==> src/rtl/updown_counter_p.sv <==
`default_nettype none
// ============================================================================
// Module      : updown_counter_p
// Description : Bounded up/down counter (0..MAX_VALUE) with netted incr/decr,
//               load clamping, overflow/underflow pulses and a sticky error.
//               Wrap mode by default; define UPDOWN_COUNTER_SAT_EN to saturate.
// Revision    : 1.0 - initial release
// ============================================================================
module updown_counter_p #(
    parameter int unsigned WIDTH      = 8,
    parameter int unsigned INCR_WIDTH = 4,
    parameter int unsigned DECR_WIDTH = 4,
    parameter int unsigned MAX_VALUE  = (2**WIDTH) - 1
) (
    input  logic                  clk,
    input  logic                  rst,
    input  logic                  reinit_i,
    input  logic                  incr_valid_i,
    input  logic [INCR_WIDTH-1:0] incr_i,
    input  logic                  decr_valid_i,
    input  logic [DECR_WIDTH-1:0] decr_i,
    input  logic [WIDTH-1:0]      initial_value_i,
    output logic [WIDTH-1:0]      value_o,
    output logic [WIDTH-1:0]      value_next_o,
    output logic                  overflow_o,
    output logic                  underflow_o,
    output logic                  err_sticky_o
);

    // Two guard bits hold both 2*MAX_VALUE and the negative excursion.
    localparam int unsigned          SW      = WIDTH + 2;
    localparam logic [WIDTH-1:0]     C_MAX_W = WIDTH'(MAX_VALUE);
    localparam logic signed [SW-1:0] C_MAX_S = $signed(SW'(MAX_VALUE));
    localparam logic signed [SW-1:0] C_MOD_S = $signed(SW'(MAX_VALUE + 1));

    logic [WIDTH-1:0]      init_c;
    logic [WIDTH-1:0]      base;
    logic [INCR_WIDTH-1:0] inc;
    logic [DECR_WIDTH-1:0] dec;
    logic signed [SW-1:0]  sum;
    logic signed [SW-1:0]  sum_wrap_hi;
    logic signed [SW-1:0]  sum_wrap_lo;
    logic                  ovf_d;
    logic                  unf_d;
    logic [WIDTH-1:0]      value_d;

    logic [WIDTH-1:0]      value_q;
    logic                  ovf_q;
    logic                  unf_q;
    logic                  err_q;

    always_comb begin
        init_c      = (initial_value_i > C_MAX_W) ? C_MAX_W : initial_value_i;
        base        = reinit_i ? init_c : value_q;
        inc         = incr_valid_i ? incr_i : '0;
        dec         = decr_valid_i ? decr_i : '0;
        sum         = $signed(SW'(base)) + $signed(SW'(inc)) - $signed(SW'(dec));
        sum_wrap_hi = sum - C_MOD_S;
        sum_wrap_lo = sum + C_MOD_S;
        unf_d       = sum[SW-1];
        ovf_d       = !unf_d && (sum > C_MAX_S);
        value_d     = sum[WIDTH-1:0];
`ifdef UPDOWN_COUNTER_SAT_EN
        if (ovf_d) begin
            value_d = C_MAX_W;
        end else if (unf_d) begin
            value_d = '0;
        end
`else
        if (ovf_d) begin
            value_d = sum_wrap_hi[WIDTH-1:0];
        end else if (unf_d) begin
            value_d = sum_wrap_lo[WIDTH-1:0];
        end
`endif
    end

    always_ff @(posedge clk) begin
        if (rst) begin
            value_q <= init_c;
            ovf_q   <= 1'b0;
            unf_q   <= 1'b0;
            err_q   <= 1'b0;
        end else begin
            value_q <= value_d;
            ovf_q   <= ovf_d;
            unf_q   <= unf_d;
            // A same-cycle event beats the reinit clear.
            err_q   <= ovf_d | unf_d | (err_q & ~reinit_i);
        end
    end

    assign value_o      = value_q;
    assign value_next_o = value_d;
    assign overflow_o   = ovf_q;
    assign underflow_o  = unf_q;
    assign err_sticky_o = err_q;

endmodule
`default_nettype wire

==> config.mk <==
export PLATFORM = sky130hd
export DESIGN_NAME = updown_counter_p
export DESIGN_NICKNAME = d
export VERILOG_FILES = /design/src/rtl/updown_counter_p.sv
export SDC_FILE = /design/constraint.sdc
export NUM_CORES = 1
export LEC_CHECK = 0
export BUFFER_PORTS_ARGS = -buffer_cell sky130_fd_sc_hd__buf_2
export CAP_MARGIN = 20
export CORE_ASPECT_RATIO = 1.75
export CORE_UTILIZATION = 39
export DETAILED_ROUTE_END_ITERATION = 7
export PLACE_DENSITY = 0.66
export SYNTH_ARGS = -nofsm -noshare
export SYNTH_HDL_FRONTEND = slang
export SYNTH_SLANG_ARGS = --single-unit
==> constraint.sdc <==
create_clock -name clk -period 3 [get_ports clk]
set_input_delay 0 -clock clk [delete_from_list [all_inputs] [get_ports clk]]
set_output_delay 0 -clock clk [all_outputs]
set_load 0.01 [all_outputs]
==> metrics, run 1 <==
drt pass-1 iters=2; post-cts resize count=0; number of H-tree levels=1; Sink Count=11; Max IR drop VDD=roughly 0.51 mV; Fill cells=246; Slew HR=75.83%; power density over the cells=921.4 nW/um^2; Die ar.=2821 sq um; GRT overflow=0; max_cap viols=0; post-synth cell types=32; fraction of registers with async set/reset=0%; syn nets=149; Vert. Die Dim=69.52 um; Setup Viol. Count Final=0; core area=roughly 2500 sq um; Fmax=0.3685 GHz; RSZ-0062 raised after global routing=no; synthesized instance count=around 110; Routed WL per cell=11.98 um; Num CTS Buffers=3; Critical R2R Capture=overflow_o; WL final=2156 um; Leak=0.6579 nW; Synth Cell Area=a little over 1000 sq um; CTS root buf=clkbuf_8; Setup CP Type=input port to output port; Die X=approximately 41 um; worst-skew pair later-pin latency=between 200 and 300 ps; Via Count=between 900 and 1000; initial DRC count=11; Final Power=roughly 1.2 mW; share of cells above drive strength 1=roughly a third; post-CTS setup buffer count=0; Worst Setup Start Kind=input port; Hold Startpoint=initial_value_i[7]; Starting Density=about two fifths; post-cts hold buffer count=7; Hold/Removal Path Class=input port to flop; DPL Wire Length=around 1700 um; reg-to-reg startpoint=value_o[1]; Final Cycle Share=90.46%; Via density=5.028; Total Routing Usage GR=17.86%; # rows=24; synthesized area per cell=between 8 and 9 sq um; Worst setup EP type=output port; num ports=40; Worst Tran Pin Value=approximately 360 ps; Reg clk slew, reported paths=60 ps; crit-path max FO=3; CP Data Required Time=roughly 3000 ps; final count of hold timing violations=0; Main synth FF type=dfxtp_1; initial antenna violation count=0; Tmin final=~2700 ps; # diodes=0; Synth Register Bits=11; Final Max Tran Viols=0; register area share after synthesis=a little over a fifth; largest net degree at the start of global routing=13; hold path cells=2; antenna-violating nets left=0; post-place setup slack=between 400 and 500 ps; TritonCTS clock tree=done; area leader, netlist=dfxtp_1; reg2reg path depth=8; status=finished clean; wire length of the first global-routing pass=3594 um; EDFF count, synth=0; # DRC=0; clk_skew=approximately 3.7 ps; Worst EP arrival=~2700 ps; Hold Path End=value_o[7]; Synth top area share=21.67%; number of global-route vias before repair=872; nets=190; CTS Buffer Depth=2; Final WS setup=286.3 ps; layout overhead on the synthesized area=26.35%; top cells by area, synth=dfxtp_1 22%, ha_1 12%, fa_1 7.9%; setup_tns=0 ps; placer congestion estimate=0.8834; Ys Warns=0; FF-to-FF setup slack=500 ps; Buffers on Ports=39
## per-stage QoR
step | util [%] | instance area [sq um] | hold slack [ps] | std cells
2_1_floorplan | - | 1016 | 108.5 | 114
3_3_place_gp | 46.89 | 1169 | 214.3 | 169
3_5_place_dp | 46.89 | 1169 | 224.3 | 169
4_1_cts | 51.51 | 1284 | 1.476 | 180
5_1_grt | 51.51 | 1284 | 4.606 | 180
6_report | 51.51 | 1284 | 6.439 | 180
## state kept, by name (all words and copies together), names as in the netlist
name          flops
err_sticky_o      1
overflow_o        1
underflow_o       1
value_o           8
## Yosys cell counts (3+ instances only)
cell type and number:
nand2b_1 3, ha_1 10, nor2_1 5, a21oi_1 6, and2_1 4, buf_4 8
inv_1 14, mux2_2 6, dfxtp_1 11, mux2i_1 6, fa_1 4, nand2_1 10
## how the worst max path moves through the flow
stage                  startpoint              end  slack, ps  depth (start not counted)
2_1_floorplan          value_o[1]       overflow_o        610                          8
3_3_place_gp             reinit_i       overflow_o        460                          9
3_5_place_dp             reinit_i       overflow_o        440                          9
4_1_cts        initial_value_i[1]  value_next_o[6]        290                         11
5_1_grt        initial_value_i[1]  value_next_o[6]         80                         11
6_report       initial_value_i[1]  value_next_o[6]        290                         11
## where the power goes
part	internal [mW]	switching, mW	total [mW]	leakage, nW
Clock	0.0939	0.0647	0.159	0.0228
Combinational	0.357	0.431	0.788	0.543
Sequential	0.211	0.0256	0.236	0.0923
## cell usage in the layout (no fill, tap or decap), types with 5 or more instances in the layout
| master | count |
|---|---|
| nand2_1 | 10 |
| dfxtp_1 | 11 |
| mux2i_1 | 6 |
| nor2_1 | 5 |
| a21oi_1 | 6 |
| buf_2 | 39 |
| mux2_2 | 6 |
| dlygate4sd3_1 | 7 |
| inv_1 | 14 |
| ha_1 | 10 |
## logic make-up (layout without fill, tap and decap cells)
family	count (synthesis)	count (layout)	share of synthesized area, %
DFF	11	11	21.67
AOI/OAI and AO/OA	16	16	9.853
buffers and inverters	24	64	12.56
and+or+nand+nor	30	30	16.13
muxes	15	15	16.13
xor gates and xnor gates	4	4	3.449
adders and majority gates	14	14	20.20
## metal layers
layer	up-vias	GRT usage, %	share of wire [%]
li1	457	-	-
met1	421	19.76	39
met2	22	30.34	55
met3	5	3.205	3.6
met4	0	7.778	2.2
met5	-	0	0
## cell type report
| cell class | count | area, sq um | share of cell area [%] |
|---|---|---|---|
| repair buffers | 46 | 265.3 | 20.66 |
| multi-input cells | 79 | 668.1 | 52.05 |
| inverters | 14 | 52.55 | 4.094 |
| well taps | 26 | 32.53 | 2.534 |
| flip-flops and latches | 11 | 220.2 | 17.15 |
| clock buffers | 4 | 45.04 | 3.509 |
## worst max-delay path, stage by stage
cell	delay [ps]
dlygate4sd3_1	530
buf_2	130
mux2i_1	180
fa_1	490
fa_1	460
nand2b_1	190
a21oi_1	220
o21ai_1	110
a21boi_1	190
nor2_1	70
buf_2	140
Power figures use the tool's default switching activity.
==> inputs of run 2 (changes only) <==
--- a/config.mk
+++ b/config.mk
@@ -7,7 +7,8 @@
 export LEC_CHECK = 0
 export BUFFER_PORTS_ARGS = -buffer_cell sky130_fd_sc_hd__buf_2
 export CAP_MARGIN = 20
-export CORE_ASPECT_RATIO = 1.75
+export CORE_ASPECT_RATIO = 1.1
+export CORE_MARGIN = 5
 export CORE_UTILIZATION = 39
 export DETAILED_ROUTE_END_ITERATION = 7
 export PLACE_DENSITY = 0.66
==> run 2 against run 1 <==
Compared with the run above:
- maximum frequency up 1.5%
- largest cell class unchanged
- clock power shrank 34%
- clock-buffer cell count is the same
- clock skew rose by 3.0 ps
- first-iteration DRC count is 27% lower
- critical endpoint unchanged
- die area rose by 32%
- critical path type unchanged
- sequential power about the same
==> metrics, run 2 (synthesis gave the netlist of run 1 again) <==
status=finished clean; Final Max Tran Viols=0 (unchanged); Max stage delay on crit path=530 ps (about the same); drt pass-1 iters=4 (+2); Placed Instances=174 (+3.0%); Worst setup EP type=output port; Fmax=0.3740 GHz (+1.5%); Levels on crit path=11 (unchanged); worst-skew pair later-pin latency=270 ps (+20 ps); Reg clk slew, reported paths=70 ps (about the same); Starting Density=40.70% (-0.061 points); post-CTS setup buffer count=0 (unchanged); crit-path max FO=3 (unchanged); max reg flops=8 (unchanged); CTS root buf=clkbuf_4; Slew HR=76.52% (+0.68 points); # diodes=0 (unchanged); layout overhead on the synthesized area=26.11%; most frequent cells in the layout=39 x buf_2, 14 x inv_1, 11 x dfxtp_1, 10 x nand2_1, 10 x ha_1; power density over the cells=881.0 nW/um^2 (-4.4%); # DRC=0 (unchanged); hold path cells=2 (unchanged); Hold Startpoint=rst; Final Power=1.129 mW (-4.6%); GRT overflow=0 (unchanged); Via Count=881 (-2.7%); initial DRC count=8 (-3); Max IR drop VDD=0.5166 mV (+0.56%); crit path cell chain=dlygate4sd3_1, buf_2, mux2i_1, fa_1, fa_1, nand2b_1, a21oi_1, o21ai_1, a21boi_1, nor2_1, buf_2; initial antenna violation count=0 (unchanged); # rows=19 (-21%); post-cts hold buffer count=8 (+1); Slowest-stage cell, CP=dlygate4sd3_1; Die ar.=3727 sq um (+32%); wire length of the first global-routing pass=3629 um (+0.97%); WL final=2123 um (-1.5%); setup_tns=0 ps (unchanged); final count of hold timing violations=0 (unchanged); post-cts resize count=0 (unchanged); reg2reg path depth=8 (unchanged); Hold Path End=underflow_o; largest net degree at the start of global routing=13 (unchanged); number of H-tree levels=1 (unchanged); Total Routing Usage GR=12.44% (-5.4 points); Num CTS Buffers=3 (unchanged); number of global-route vias before repair=884 (+1.4%); RSZ-0062 raised after global routing=no; FF-to-FF setup slack=500 ps (about the same); Worst EP arrival=2670 ps (-40 ps); Leak=0.6544 nW (-0.55%); TritonCTS clock tree=done; Sink Count=11 (unchanged); Critical path buffers and inverters=3 (unchanged); Worst Setup Start Kind=input port; core area=2496 sq um (+0.15%); Vert. Die Dim=63.53 um (-8.6%); share of cells above drive strength 1=32.90% (-0.21 points); max_cap viols=0 (unchanged); cell family with most CP delay=adder cells; nets=191 (+0.53%); hold slack=80.21 ps (+73.77 ps); placer congestion estimate=0.7498 (-15%); Buffers on Ports=39 (unchanged); Critical R2R Capture=err_sticky_o; clk_skew=6.735 ps (+3.033 ps); final std cells w/o fill=186 (+3.3%); DPL Wire Length=1714 um (about the same); Setup CP Type=input port to output port; Via density=4.737 (-5.8%); Final Cycle Share=89.13% (-1.3 points); commonest non-fill, non-tap cell in the layout=buf_2; CP Data Required Time=3000 ps (about the same); Routed WL per cell=11.41 um (-4.7%); Worst Tran Pin Value=345.4 ps (-10.01 ps); Tmin final=2674 ps (-39.79 ps); Die X=58.67 um (+45%); Setup Viol. Count Final=0 (unchanged); num ports=40 (unchanged); antenna-violating nets left=0 (unchanged); reg-to-reg startpoint=value_o[1]; Hold/Removal Path Class=input port to flop; CTS Buffer Depth=2 (unchanged)
[run 2: changes by cell type in the layout (fill, tap and decap cells not counted)]
cell | before | now
clkbuf_4 | 0 | 3
clkbuf_8 | 3 | 0
dlygate4sd3_1 | 7 | 8
[run 2: metal layers]
layer | vias to the layer above | global-route usage [%] | part of all wire, %
li1 | 461 | - | -
met2 | 19 | 21.51 | 51
met4 | 0 | 5.949 | 2.2
met1 | 396 | 14.64 | 42
met3 | 5 | 1.837 | 4.7
met5 | - | 0 | 0
[run 2: cell type report]
type                       count  area [sq um]
clock buffer                   4         26.28
fill                         242          1215
inverter                      14         52.55
multi-input combinational     79         668.1
sequential                    11         220.2
tap                           31         38.79
timing repair buffer          47         275.3
[run 2: worst max-delay path by stage]
stage | slack [ps] | to | from
after floorplan | 610 | overflow_o | value_o[1]
after global placement | 470 | overflow_o | reinit_i
after detailed placement | 430 | err_sticky_o | reinit_i
after CTS | 300 | value_next_o[6] | initial_value_i[1]
after global routing | 120 | value_next_o[6] | initial_value_i[1]
final | 330 | value_next_o[6] | initial_value_i[1]
[run 2: worst reg2reg max path, stage by stage (launching register included)]
cell      delay [ps]
dfxtp_1          310
mux2i_1          170
fa_1             490
fa_1             460
nand2b_1         190
a211oi_1         280
nor4_1            90
a211o_1          280
a31oi_1          140
[run 2: report_power, final]
group | switching (mW) | internal (mW)
Sequential | 0.0267 | 0.210
Combinational | 0.429 | 0.357
Clock | 0.0537 | 0.0515
Total | 0.510 | 0.619
[run 2: through the flow]
stage | util [%] | setup WS [ps] | instance area (sq um)
after detailed placement | 47.07 | 426.0 | 1175
after CTS | 51.33 | 300.5 | 1281
after global placement | 47.07 | 467.3 | 1175
final | 51.33 | 326.1 | 1281
after floorplan | - | 608.4 | 1016
after global routing | 51.33 | 115.7 | 1281
==> inputs of run 3 (changes only) <==
--- a/config.mk
+++ b/config.mk
@@ -11,7 +11,7 @@
 export CORE_MARGIN = 5
 export CORE_UTILIZATION = 39
 export DETAILED_ROUTE_END_ITERATION = 7
-export PLACE_DENSITY = 0.66
+export PLACE_DENSITY = 0.69
 export SYNTH_ARGS = -nofsm -noshare
 export SYNTH_HDL_FRONTEND = slang
 export SYNTH_SLANG_ARGS = --single-unit
==> constraint.sdc (replaced) <==
create_clock -name clk -period 2.4 [get_ports clk]
set_input_delay 0 -clock clk [delete_from_list [all_inputs] [get_ports clk]]
set_output_delay 0 -clock clk [all_outputs]
set_load 0.01 [all_outputs]
==> run 3 against run 2 <==
Compared with the run above:
- non-clock buffer count grew 9
- worst setup slack worse by 410 ps
- design area grew 17%
- flip-flop and latch count stayed put
- die area stayed put
- clock power up 34%
- the flow now finishes with violations (setup timing)
- critical path depth down 2
- first-iteration DRC count increased by 110%
- clock skew is essentially flat
==> metrics, run 3 (synthesis gave the netlist of run 1 again) <==
Hold Path End=underflow_o; drt pass-1 iters=4 (unchanged); status=complete, but fails checks; initial DRC count=17 (+9); Slowest-stage cell, CP=fa_1; reg2reg path depth=8 (unchanged); placer congestion estimate=0.7410 (-1.2%); Placed Instances=177 (+1.7%); largest net degree at the start of global routing=13 (unchanged); Max IR drop VDD=0.7267 mV (+41%); Final Cycle Share=103.7%; # diodes=0 (unchanged); number of H-tree levels=1 (unchanged); max reg flops=8 (unchanged); FF-to-FF setup slack=-30 ps (-530 ps); hold slack=68.74 ps (-11.47 ps); violated checks=setup timing; antenna-violating nets left=0 (unchanged); Fmax=approximately 0.40 GHz; DPL Wire Length=1867 um (+8.9%); Final Max Tran Viols=0 (unchanged); layout overhead on the synthesized area=47.17%; hold path cells=2 (unchanged); final std cells w/o fill=195 (+4.8%); post-place setup slack=-106.5 ps (-532.5 ps); worst-skew pair later-pin latency=290 ps (+20 ps); Num CTS Buffers=3 (unchanged); Setup CP Type=flop to output port; Worst Tran Pin Value=360.6 ps (+15.16 ps); # rows=19 (unchanged); CTS Buffer Depth=2 (unchanged); share of cells above drive strength 1=49.39% (+16 points); Max stage delay on crit path=480 ps (-50 ps); Leak=0.7107 nW (+8.6%); Starting Density=40.70% (unchanged); Buffers on Ports=39 (unchanged); Reg clk slew, reported paths=80 ps (about the same); Setup Viol. Count Final=4 (+4); Hold/Removal Path Class=input port to flop; reg-to-reg startpoint=value_o[1]; crit-path max FO=3 (unchanged); Routed WL per cell=14.92 um (+31%); Total Routing Usage GR=15.12% (+2.7 points); nets=200 (+4.7%); Via Count=974 (+11%); crit path cell chain=mux2i_4, fa_1, fa_2, nand2b_4, a21oi_4, o21ai_2, nor3b_2, nor2_1, buf_2; initial antenna violation count=0 (unchanged); Die X=58.67 um (unchanged); Worst EP arrival=2490 ps (-180 ps); Tmin final=2488 ps; Worst Setup Start Kind=flop; number of global-route vias before repair=997 (+13%); Hold Startpoint=rst; Slew HR=75.48% (-1.0 points); CTS root buf=clkbuf_4; Die ar.=3727 sq um (unchanged); most frequent cells in the layout=39 x buf_2, 13 x inv_1, 9 x nand2_1, 9 x dfxtp_1, 9 x buf_4; GRT overflow=0 (unchanged); num ports=40 (unchanged); Sink Count=11 (unchanged); CP Data Required Time=2400 ps (-600 ps); TritonCTS clock tree=done; final count of hold timing violations=0 (unchanged); Final WS setup=-88.21 ps (-414.4 ps); RSZ-0062 raised after global routing=yes; commonest non-fill, non-tap cell in the layout=buf_2; max_cap viols=0 (unchanged); wire length of the first global-routing pass=4374 um (+21%); power density over the cells=1196 nW/um^2 (+36%); clk_skew=7.209 ps (+0.4736 ps); Worst setup EP type=output port; # DRC=0 (unchanged); Vert. Die Dim=63.53 um (unchanged); Via density=4.995 (+5.5%); WL final=2909 um (+37%); Critical R2R Capture=err_sticky_o; core area=2496 sq um (unchanged)
## run 3: changes by cell type in the layout (fill, tap and decap cells not counted), moves of 2 or more
cell	previous run	this run
ha_4	0	3
a21oi_1	6	1
dfxtp_1	11	9
mux2i_2	1	3
dfxtp_2	0	2
buf_4	0	9
ha_1	10	7
mux2i_1	6	3
a21oi_4	0	3
a21oi_2	0	2
## run 3: critical path, delay by kind of cell, from the launching register on
family	cells	cell delay, ps
buffers and inverters	1	130
multiplexers	1	160
adder cells (fa/ha/maj)	2	890
AND/OR/NAND/NOR	3	440
AO/OA/AOI/OAI	2	250
flip-flops	1	340
## run 3: how the worst max path moves through the flow
stage                     startpoint         endpoint  slack [ps]  cells after the start
after global routing      value_o[1]  value_next_o[6]        -210                      9
after detailed placement  value_o[1]     err_sticky_o        -110                      8
after global placement    value_o[1]       overflow_o         -40                      8
final                     value_o[1]  value_next_o[6]         -90                      9
after CTS                 value_o[1]  value_next_o[6]          -5                      9
after floorplan           value_o[1]       overflow_o           8                      8
## run 3: report_power, final
group          internal, mW  leakage, nW  switching [mW]  total (mW)
Combinational         0.644        0.603           0.697        1.34
Clock                0.0647       0.0150          0.0760       0.141
Sequential            0.266       0.0924          0.0398       0.306
Total                 0.975        0.711           0.813        1.79
## run 3: final cells by class
cell class / count / area, sq um
Inverter: 14 / 52.55
Multi-Input combinational cell: 79 / 812.0
Fill cell: 222 / 1001
Timing Repair Buffer: 56 / 342.8
Tap cell: 31 / 38.79
Clock buffer: 4 / 26.28
Sequential cell: 11 / 222.7
## run 3: repair_timing
action / CTS / global route
hold buffers: 8 / 0
resized for setup: 11 / 18
endpoints found under the setup margin: 4 / 9
endpoints found under the hold margin: 8 / 0
pin swaps: 8 / 11
setup buffers: 3 / 3
## run 3: routing by layer
metal  part of all wire [%]  up-vias  track usage, %  wire length [um]
met2                     56       27           27.23              1623
met5                      0        -               0                 0
met4                    1.5        0           5.666                44
met3                    5.5        5           2.857               159
li1                       -      480               -                 -
met1                     37      462           17.12              1081
## run 3: through the flow
step | util (%) | setup TNS [ps] | power (mW) | cell area [sq um]
2_1_floorplan | - | 0 | 1.134 | 1016
3_3_place_gp | 47.97 | -53.43 | 1.266 | 1197
3_5_place_dp | 47.97 | -203.1 | 1.290 | 1197
4_1_cts | 55.04 | -4.995 | 1.565 | 1374
5_1_grt | 59.90 | -818.3 | 1.928 | 1495
6_report | 59.90 | -136.6 | 1.788 | 1495
